===== src/rtl/alu_issue_if.sv =====
// alu_issue_if: bundles the decoder command channel, the ALU drive/return
// signals, the external register-file load port and the writeback status.
// The slave modport is the issue unit; the master modport is its environment.
interface alu_issue_if #(
  parameter int DATA_WIDTH     = 32,
  parameter int REG_ADDR_WIDTH = 4
);
  // Command channel from the decoder
  logic                      cmd_valid;
  logic                      cmd_ready;
  logic [2:0]                cmd_op;
  logic [REG_ADDR_WIDTH-1:0] cmd_rd;
  logic [REG_ADDR_WIDTH-1:0] cmd_rs0;
  logic [REG_ADDR_WIDTH-1:0] cmd_rs1;
  logic                      cmd_use_imm;
  logic [DATA_WIDTH-1:0]     cmd_imm;

  // ALU drive and result
  logic [2:0]                alu_ctrl;
  logic [DATA_WIDTH-1:0]     alu_in0;
  logic [DATA_WIDTH-1:0]     alu_in1;
  logic [DATA_WIDTH-1:0]     alu_out;

  // External register-file load port
  logic                      ext_wr_en;
  logic [REG_ADDR_WIDTH-1:0] ext_wr_addr;
  logic [DATA_WIDTH-1:0]     ext_wr_data;

  // Writeback status
  logic                      result_valid;
  logic [REG_ADDR_WIDTH-1:0] result_addr;
  logic [DATA_WIDTH-1:0]     result_data;
  logic                      err;

  modport slave (
    input  cmd_valid, cmd_op, cmd_rd, cmd_rs0, cmd_rs1, cmd_use_imm, cmd_imm,
    input  alu_out,
    input  ext_wr_en, ext_wr_addr, ext_wr_data,
    output cmd_ready,
    output alu_ctrl, alu_in0, alu_in1,
    output result_valid, result_addr, result_data, err
  );

  modport master (
    output cmd_valid, cmd_op, cmd_rd, cmd_rs0, cmd_rs1, cmd_use_imm, cmd_imm,
    output alu_out,
    output ext_wr_en, ext_wr_addr, ext_wr_data,
    input  cmd_ready,
    input  alu_ctrl, alu_in0, alu_in1,
    input  result_valid, result_addr, result_data, err
  );
endinterface


===== src/rtl/alu_issue.sv =====
// alu_issue: command-side driver for the 2-operand ALU. Owns the register
// file, issues one command every two cycles (ISSUE then WB) and writes the
// ALU result back at the end of WB.
// Optional feature macro: ALU_ISSUE_R0_ZERO_EN -- when defined, register 0
// is hard-wired to zero (reads 0, writebacks and external writes dropped,
// result_valid/result_data still reported for rd=0).
module alu_issue #(
  parameter int DATA_WIDTH     = 32,
  parameter int NREGS          = 16,
  parameter int REG_ADDR_WIDTH = 4
) (
  input logic        clk,
  input logic        reset,
  alu_issue_if.slave bus
);

  localparam logic [2:0] OP_ILLEGAL = 3'd7;

`ifdef ALU_ISSUE_R0_ZERO_EN
  localparam bit R0_ZERO = 1'b1;
`else
  localparam bit R0_ZERO = 1'b0;
`endif

  typedef enum logic [1:0] {
    IDLE,
    ISSUE,
    WB
  } state_t;

  state_t                    state_reg;
  logic [2:0]                op_reg;
  logic [REG_ADDR_WIDTH-1:0] rd_reg;
  logic [REG_ADDR_WIDTH-1:0] rs0_reg;
  logic [REG_ADDR_WIDTH-1:0] rs1_reg;
  logic                      use_imm_reg;
  logic [DATA_WIDTH-1:0]     imm_reg;
  logic [2:0]                ctrl_reg;
  logic                      result_valid_reg;
  logic [REG_ADDR_WIDTH-1:0] result_addr_reg;
  logic [DATA_WIDTH-1:0]     result_data_reg;
  logic                      err_reg;

  logic                      cmd_fire;
  logic                      wb_write;
  logic [DATA_WIDTH-1:0]     regs [NREGS];
  logic [DATA_WIDTH-1:0]     rs0_data;
  logic [DATA_WIDTH-1:0]     rs1_data;

  // Ready in IDLE and WB; forced low while reset is asserted so nothing is
  // accepted during reset, and high again as soon as it is released.
  assign bus.cmd_ready = ~reset & ((state_reg == IDLE) | (state_reg == WB));
  assign cmd_fire      = bus.cmd_valid & bus.cmd_ready;

  // Only legal ops write back; opcode 7 just raises err.
  assign wb_write = (state_reg == WB) && (op_reg != OP_ILLEGAL);

  // Register file: one flop bank per register. Writeback beats a
  // same-address external write; different addresses both land.
  genvar gi;
  generate
    for (gi = 0; gi < NREGS; gi++) begin : g_reg
      if (R0_ZERO && gi == 0) begin : g_zero
        assign regs[gi] = '0;
      end else begin : g_ff
        logic [DATA_WIDTH-1:0] value;
        // Register update: reset clear, then writeback, then external load.
        always_ff @(posedge clk or posedge reset) begin
          if (reset) begin
            value <= '0;
          end else if (wb_write && rd_reg == REG_ADDR_WIDTH'(gi)) begin
            value <= bus.alu_out;
          end else if (bus.ext_wr_en && bus.ext_wr_addr == REG_ADDR_WIDTH'(gi)) begin
            value <= bus.ext_wr_data;
          end
        end
        assign regs[gi] = value;
      end
    end
  endgenerate

  // Combinational operand read. A command accepted in WB is in ISSUE one
  // cycle later, so it already sees the value written at that edge.
  assign rs0_data = regs[rs0_reg];
  assign rs1_data = use_imm_reg ? imm_reg : regs[rs1_reg];

  // Operands are only presented during ISSUE; the ALU captures them at the
  // end of that cycle.
  assign bus.alu_in0 = (state_reg == ISSUE) ? rs0_data : '0;
  assign bus.alu_in1 = (state_reg == ISSUE) ? rs1_data : '0;

  assign bus.alu_ctrl     = ctrl_reg;
  assign bus.result_valid = result_valid_reg;
  assign bus.result_addr  = result_addr_reg;
  assign bus.result_data  = result_data_reg;
  assign bus.err          = err_reg;

  // Issue FSM: latches commands, sequences ISSUE/WB, holds ALU ctrl across
  // both cycles and registers the writeback status.
  always_ff @(posedge clk or posedge reset) begin
    if (reset) begin
      state_reg        <= IDLE;
      op_reg           <= '0;
      rd_reg           <= '0;
      rs0_reg          <= '0;
      rs1_reg          <= '0;
      use_imm_reg      <= 1'b0;
      imm_reg          <= '0;
      ctrl_reg         <= '0;
      result_valid_reg <= 1'b0;
      result_addr_reg  <= '0;
      result_data_reg  <= '0;
      err_reg          <= 1'b0;
    end else begin
      result_valid_reg <= 1'b0;
      case (state_reg)
        IDLE: begin
          if (cmd_fire) begin
            op_reg      <= bus.cmd_op;
            rd_reg      <= bus.cmd_rd;
            rs0_reg     <= bus.cmd_rs0;
            rs1_reg     <= bus.cmd_rs1;
            use_imm_reg <= bus.cmd_use_imm;
            imm_reg     <= bus.cmd_imm;
            ctrl_reg    <= bus.cmd_op;
            state_reg   <= ISSUE;
          end
        end
        ISSUE: begin
          state_reg <= WB;
        end
        WB: begin
          if (op_reg == OP_ILLEGAL) begin
            err_reg <= 1'b1;
          end else begin
            result_valid_reg <= 1'b1;
            result_addr_reg  <= rd_reg;
            result_data_reg  <= bus.alu_out;
          end
          if (cmd_fire) begin
            op_reg      <= bus.cmd_op;
            rd_reg      <= bus.cmd_rd;
            rs0_reg     <= bus.cmd_rs0;
            rs1_reg     <= bus.cmd_rs1;
            use_imm_reg <= bus.cmd_use_imm;
            imm_reg     <= bus.cmd_imm;
            ctrl_reg    <= bus.cmd_op;
            state_reg   <= ISSUE;
          end else begin
            ctrl_reg  <= '0;
            state_reg <= IDLE;
          end
        end
        default: begin
          ctrl_reg  <= '0;
          state_reg <= IDLE;
        end
      endcase
    end
  end

endmodule


===== src/flat_wrapper.sv =====
// flat-port wrapper written by rule: the top's interface ports become plain ports
module alu_issue_flat 
#(
  parameter int DATA_WIDTH     = 32,
  parameter int NREGS          = 16,
  parameter int REG_ADDR_WIDTH = 4
)
  (clk, reset, bus_cmd_valid, bus_cmd_op, bus_cmd_rd, bus_cmd_rs0, bus_cmd_rs1, bus_cmd_use_imm, bus_cmd_imm, bus_alu_out, bus_ext_wr_en, bus_ext_wr_addr, bus_ext_wr_data, bus_cmd_ready, bus_alu_ctrl, bus_alu_in0, bus_alu_in1, bus_result_valid, bus_result_addr, bus_result_data, bus_err);
  alu_issue_if #(.DATA_WIDTH(DATA_WIDTH), .REG_ADDR_WIDTH(REG_ADDR_WIDTH)) bus_i ();
  input logic clk;
  input logic reset;
  input wire logic [$bits(bus_i.cmd_valid)-1:0] bus_cmd_valid;
  input wire logic [$bits(bus_i.cmd_op)-1:0] bus_cmd_op;
  input wire logic [$bits(bus_i.cmd_rd)-1:0] bus_cmd_rd;
  input wire logic [$bits(bus_i.cmd_rs0)-1:0] bus_cmd_rs0;
  input wire logic [$bits(bus_i.cmd_rs1)-1:0] bus_cmd_rs1;
  input wire logic [$bits(bus_i.cmd_use_imm)-1:0] bus_cmd_use_imm;
  input wire logic [$bits(bus_i.cmd_imm)-1:0] bus_cmd_imm;
  input wire logic [$bits(bus_i.alu_out)-1:0] bus_alu_out;
  input wire logic [$bits(bus_i.ext_wr_en)-1:0] bus_ext_wr_en;
  input wire logic [$bits(bus_i.ext_wr_addr)-1:0] bus_ext_wr_addr;
  input wire logic [$bits(bus_i.ext_wr_data)-1:0] bus_ext_wr_data;
  output wire logic [$bits(bus_i.cmd_ready)-1:0] bus_cmd_ready;
  output wire logic [$bits(bus_i.alu_ctrl)-1:0] bus_alu_ctrl;
  output wire logic [$bits(bus_i.alu_in0)-1:0] bus_alu_in0;
  output wire logic [$bits(bus_i.alu_in1)-1:0] bus_alu_in1;
  output wire logic [$bits(bus_i.result_valid)-1:0] bus_result_valid;
  output wire logic [$bits(bus_i.result_addr)-1:0] bus_result_addr;
  output wire logic [$bits(bus_i.result_data)-1:0] bus_result_data;
  output wire logic [$bits(bus_i.err)-1:0] bus_err;
  assign bus_i.cmd_valid = bus_cmd_valid;
  assign bus_i.cmd_op = bus_cmd_op;
  assign bus_i.cmd_rd = bus_cmd_rd;
  assign bus_i.cmd_rs0 = bus_cmd_rs0;
  assign bus_i.cmd_rs1 = bus_cmd_rs1;
  assign bus_i.cmd_use_imm = bus_cmd_use_imm;
  assign bus_i.cmd_imm = bus_cmd_imm;
  assign bus_i.alu_out = bus_alu_out;
  assign bus_i.ext_wr_en = bus_ext_wr_en;
  assign bus_i.ext_wr_addr = bus_ext_wr_addr;
  assign bus_i.ext_wr_data = bus_ext_wr_data;
  assign bus_cmd_ready = bus_i.cmd_ready;
  assign bus_alu_ctrl = bus_i.alu_ctrl;
  assign bus_alu_in0 = bus_i.alu_in0;
  assign bus_alu_in1 = bus_i.alu_in1;
  assign bus_result_valid = bus_i.result_valid;
  assign bus_result_addr = bus_i.result_addr;
  assign bus_result_data = bus_i.result_data;
  assign bus_err = bus_i.err;
  alu_issue #(.DATA_WIDTH(DATA_WIDTH), .NREGS(NREGS), .REG_ADDR_WIDTH(REG_ADDR_WIDTH)) u_core (.clk(clk), .reset(reset), .bus(bus_i));
endmodule

===== config.mk =====
export PLATFORM = sky130hd
export DESIGN_NAME = alu_issue_flat
export DESIGN_NICKNAME = d
export VERILOG_FILES = /design/src/rtl/alu_issue_if.sv /design/src/rtl/alu_issue.sv /design/src/flat_wrapper.sv
export SDC_FILE = /design/constraint.sdc
export NUM_CORES = 2
export LEC_CHECK = 0
export CAP_MARGIN = 30
export CORE_MARGIN = 5
export CORE_UTILIZATION = 46
export CTS_CLUSTER_SIZE = 12
export DETAILED_ROUTE_END_ITERATION = 16
export PLACE_DENSITY_LB_ADDON = 0.05
export SYNTH_ARGS = -nofsm -noshare
export SYNTH_HDL_FRONTEND = slang
export SYNTH_SLANG_ARGS = --single-unit

===== constraint.sdc =====
create_clock -name clk -period 22.3 [get_ports clk]
set_clock_uncertainty 0.05 [all_clocks]
set_input_delay 6.69 -clock clk [delete_from_list [all_inputs] [get_ports clk]]
set_output_delay 6.69 -clock clk [all_outputs]
set_load 0.02 [all_outputs]

; Yosys cells after proc, flatten, opt, wreduce, memory -nomap -nowiden
; Cells that the tools add are included.
[classes]
n_reduce_logical = 57
n_eq_ne = 35
n_mux = 49
bitwise_logic = 8
order_cmp = 2
[ops]
columns = op, n
row1 = 32-bit 2-to-1 mux, 39
row2 = 32-bit binary-select mux with 4-bit select, 2
row3 = 4-bit == test (second input constant), 16
row4 = 1-bit logical AND, 33
row5 = 4-bit by 3-bit == test with 1-bit output (second input constant), 8
row6 = 2-bit nonzero test, 16
row7 = 4-bit by 2-bit == test with 1-bit output (second input constant), 4
row8 = 5-bit greater-or-equal comparator (second input constant), 2
row9 = 4-bit inverter with 5-bit output, 2
row10 = 3-bit one-hot mux with 3 select lines, 1
row11 = 4-bit by 1-bit == test with 1-bit output (second input constant), 2
row12 = 4-bit zero test, 2
row13 = 2-bit AND reduction, 4
row14 = 3-bit 2-to-1 mux, 2
row15 = 2-bit one-hot mux with 3 select lines, 1
row16 = 3-bit == test (second input constant), 1
row17 = 1-bit 2-to-1 mux, 3
row18 = 3-bit != test (second input constant), 1
row19 = 1-bit inverter, 3
row20 = 1-bit bitwise AND, 2
row21 = 2-bit by 1-bit == test with 1-bit output (second input constant), 1
row22 = 2-bit == test (second input constant), 1
row23 = 2-bit zero test, 1
row24 = 2-bit 2-to-1 mux, 1
row25 = 3 further kinds, 3
[totals]
output_inout_bits = 106
input_bits = 120
wordCells = 179
regBits = 603

; Logic depth before layout (Yosys ltp)
[logic_depth]
ltp_word = 6
ltp_mapped = 8
depth_no_buf = 5

; Worst setup path after synthesis
; OpenSTA, ideal clock, no wires.
[synth_path]
path_kind = input-to-output
from = input port reset
to = output port bus_cmd_ready
path_buffers = 0
required_time_ns = 15.560
path_stages = 1
setup_slack_ns = 8.571
arrival_ns = 6.989
path_cell_list = nor2_1
[synth_between]
elab_chain_len = 2
[synth_lines]
columns = element, line
row1 = start: declaration, flat_wrapper.sv:11  ; input logic reset;
row2 = 1-bit inverter, alu_issue.sv:52  ; assign bus.cmd_ready = ~reset & ((state_reg == IDLE) | (state_reg == WB));
row3 = 1-bit bitwise AND, alu_issue.sv:52
row4 = end: declaration, flat_wrapper.sv:23  ; output wire logic [$bits(bus_i.cmd_ready)-1:0] bus_cmd_ready;
; No other way between the ends.

; Worst setup path after layout
; Ends and elaborated chain as after synthesis.

==> key figures <==
Pwr
  • Leakage: 0.0170 uW
  • PwrDens: 109 nW/um2
  • Worst vdd ir: 70.2 uV

Worst setup path
  • CP required: 15.56 ns
  • CP endpoint kind: output pin
  • Setup Crit Path Kind: in2out
  • R2R setup slack: 19.26 ns
  • CP max FO: 2
  • Crit start category: input pin
  • CP arrival: 8.00 ns

Timing
  • Worst-Margin Slew: 1.07 ns
  • Count of final setup violators: 0
  • Final WS setup: 7.56 ns
  • Tmin final: 14.74 ns
  • Final worst path period share: 0.661
  • FMAX: 67.8 MHz
  • RSZ-0062 raised after global routing: no
  • Final Slew Violations: 0
  • Rel. slew slack: 0.288
  • Sum of negative setup slack: 0 ns
  • Final hold violation count: 0

Logic synthesis
  • Post-synth EDFFs: 0
  • Avg Cell Area, Syn: 10.9 um2
  • Synth Flop Type: dfrtp_1
  • Flip-flop and latch count after synthesis: 603
  • Yosys warning count: 0
  • Area leader, netlist: dfrtp_1
  • Async SR Flop Fraction: 1.00
  • Share of the synthesized area in the top cell type: 0.417
  • Syn nets: 3447
  • Synth top area cells: dfrtp_1 (42%), mux2i_1 (17%), mux4_2 (13%)
  • Mapped Cells: 3327
  • Cell area after synthesis: 36200 um2
  • Synth cell types: 51
  • Seq/Total Area, Yosys: 0.417

Clock network
  • Clk root buf: clkbuf_16
  • Longest Clk Path Bufs: 3
  • TritonCTS clock tree: done
  • CTS buffer count: 74
  • Clk pin slew, worst setup/hold paths: 0.06 ns
  • H-tree levels: 3
  • Clk_lat worst skew: 0.62 ns
  • # resized after CTS: 0
  • CTS Hold Bufs: 0
  • Setup bufs post-CTS: 0
  • Clock Sinks: 603

Die
  • Die extent in y: 290 um
  • Initial Util: 0.465
  • Row count: 102
  • Die W: 290 um
  • Die Area: 84300 um2
  • Ports: 226
  • Core area: 77700 um2

Placement
  • Global placer's final weighted congestion: 0.829
  • Port Buffers: 225
  • DP Worst Slack: 7.56 ns
  • Placed cell count: 4286
  • DP Area: 38600 um2
  • Final HPWL DP: 68200 um

Drt
  • Via count: 27700
  • Final antenna-violating net count: 0
  • Routed WL: 128000 um
  • Detailed router's first-iteration violation count: 2957
  • Routed len/inst: 29.0 um
  • Via-to-Cell Ratio: 6.26
  • Remaining DRCs: 0
  • Drt pass-1 iters: 8

Cells and area
  • Commonest cells after routing, fill and taps aside: mux2i_1 (605), dfrtp_1 (597), nor2_1 (421), a21oi_1 (352), clkdlybuf4s50_1 (225)
  • Layout area overhead: 13.9%
  • Max FFs per register: 512
  • Commonest non-fill, non-tap cell in the layout: mux2i_1
  • Final Non-Filler Cells: 4424
  • Post-layout nets: 3447
  • Layout cell share with drive strength beyond 1: 0.159
  • Design area: 41200 um2

Min path
  • Hold Crit Class: reg2reg

Outcome
  • Run status: finished, final reports clean

Global routing
  • GRT Util Overall: 0.297
  • Antenna violations before repair: 4
  • Vias in the first global route: 28200
  • First-pass GRT wire length: 190000 um
  • Gr ovfl total: 0
  • Largest net degree at the start of global routing: 148

Job
  • Max-Cap Viols: 0
==> area by class of cell <==
class | count | area (um2)
sequential | 603 | 15100
fill | 6766 | 36500
clock buffer | 109 | 2170
timing repair buffer | 292 | 2890
inverter | 3 | 15.0
antenna | 2 | 5.00
multi-input combinational | 2353 | 19400
tap | 1040 | 1300
clock inverter | 22 | 248
==> cell usage after synthesis (all sizes together), types with 31 or more instances <==
cell type	number
o21ai	169
a21oi	352
nand2	195
mux2	111
mux2i	605
a211oi	39
clkbuf	176
mux4	211
nor2b	52
buf	192
a211o	31
nor2	432
dfrtp	603
==> final timing paths <==
check                                 start                              end  depth (start not counted)
min                          u_core.bus.err                   u_core.bus.err                          1
max reg2reg                u_core.rd_reg[1]    u_core.g_reg[0].g_ff.value[1]                          5
max in group asynchronous             reset  u_core.g_reg[12].g_ff.value[16]                          5
min reg2reg                  u_core.bus.err                   u_core.bus.err                          1
max                                   reset                    bus_cmd_ready                          3
min in group asynchronous             reset           u_core.bus.alu_ctrl[1]                          3
==> metrics by stage <==
stage | hold WS [ns] | util | power (uW)
after floorplan | 0.431 | - | 2860
after global placement | 0.415 | 0.497 | 3240
after detailed placement | 0.414 | 0.497 | 3290
after CTS | 0.430 | 0.528 | 4520
after global routing | 0.439 | 0.530 | 4750
final | 0.416 | 0.530 | 4510
==> cells by family after synthesis <==
| family | share of synthesized area |
|---|---|
| flops | 0.417 |
| simple gates | 0.0895 |
| mux | 0.334 |
| compound gates | 0.110 |
| buf+inv | 0.0487 |
==> where the power goes <==
group          switching [uW]  internal [uW]  leakage [uW]
logic                     624            809       0.00875
clock network             493            722       0.00120
registers                 363           1500       0.00706
==> routing by layer <==
metal | vias to the layer above | GRT usage | share of wire
met5 | - | 0 | 0.00016
met4 | 4 | 0.0981 | 0.034
met3 | 236 | 0.0559 | 0.081
met2 | 1275 | 0.463 | 0.45
met1 | 14100 | 0.423 | 0.43
li1 | 12100 | - | -
==> critical path, stage by stage <==
cell and delay [ns]:
clkdlybuf4s50_1 0.47, nor2_1 0.19, clkdlybuf4s50_1 0.65
Note: power is estimated with default switching activity, not from simulation.
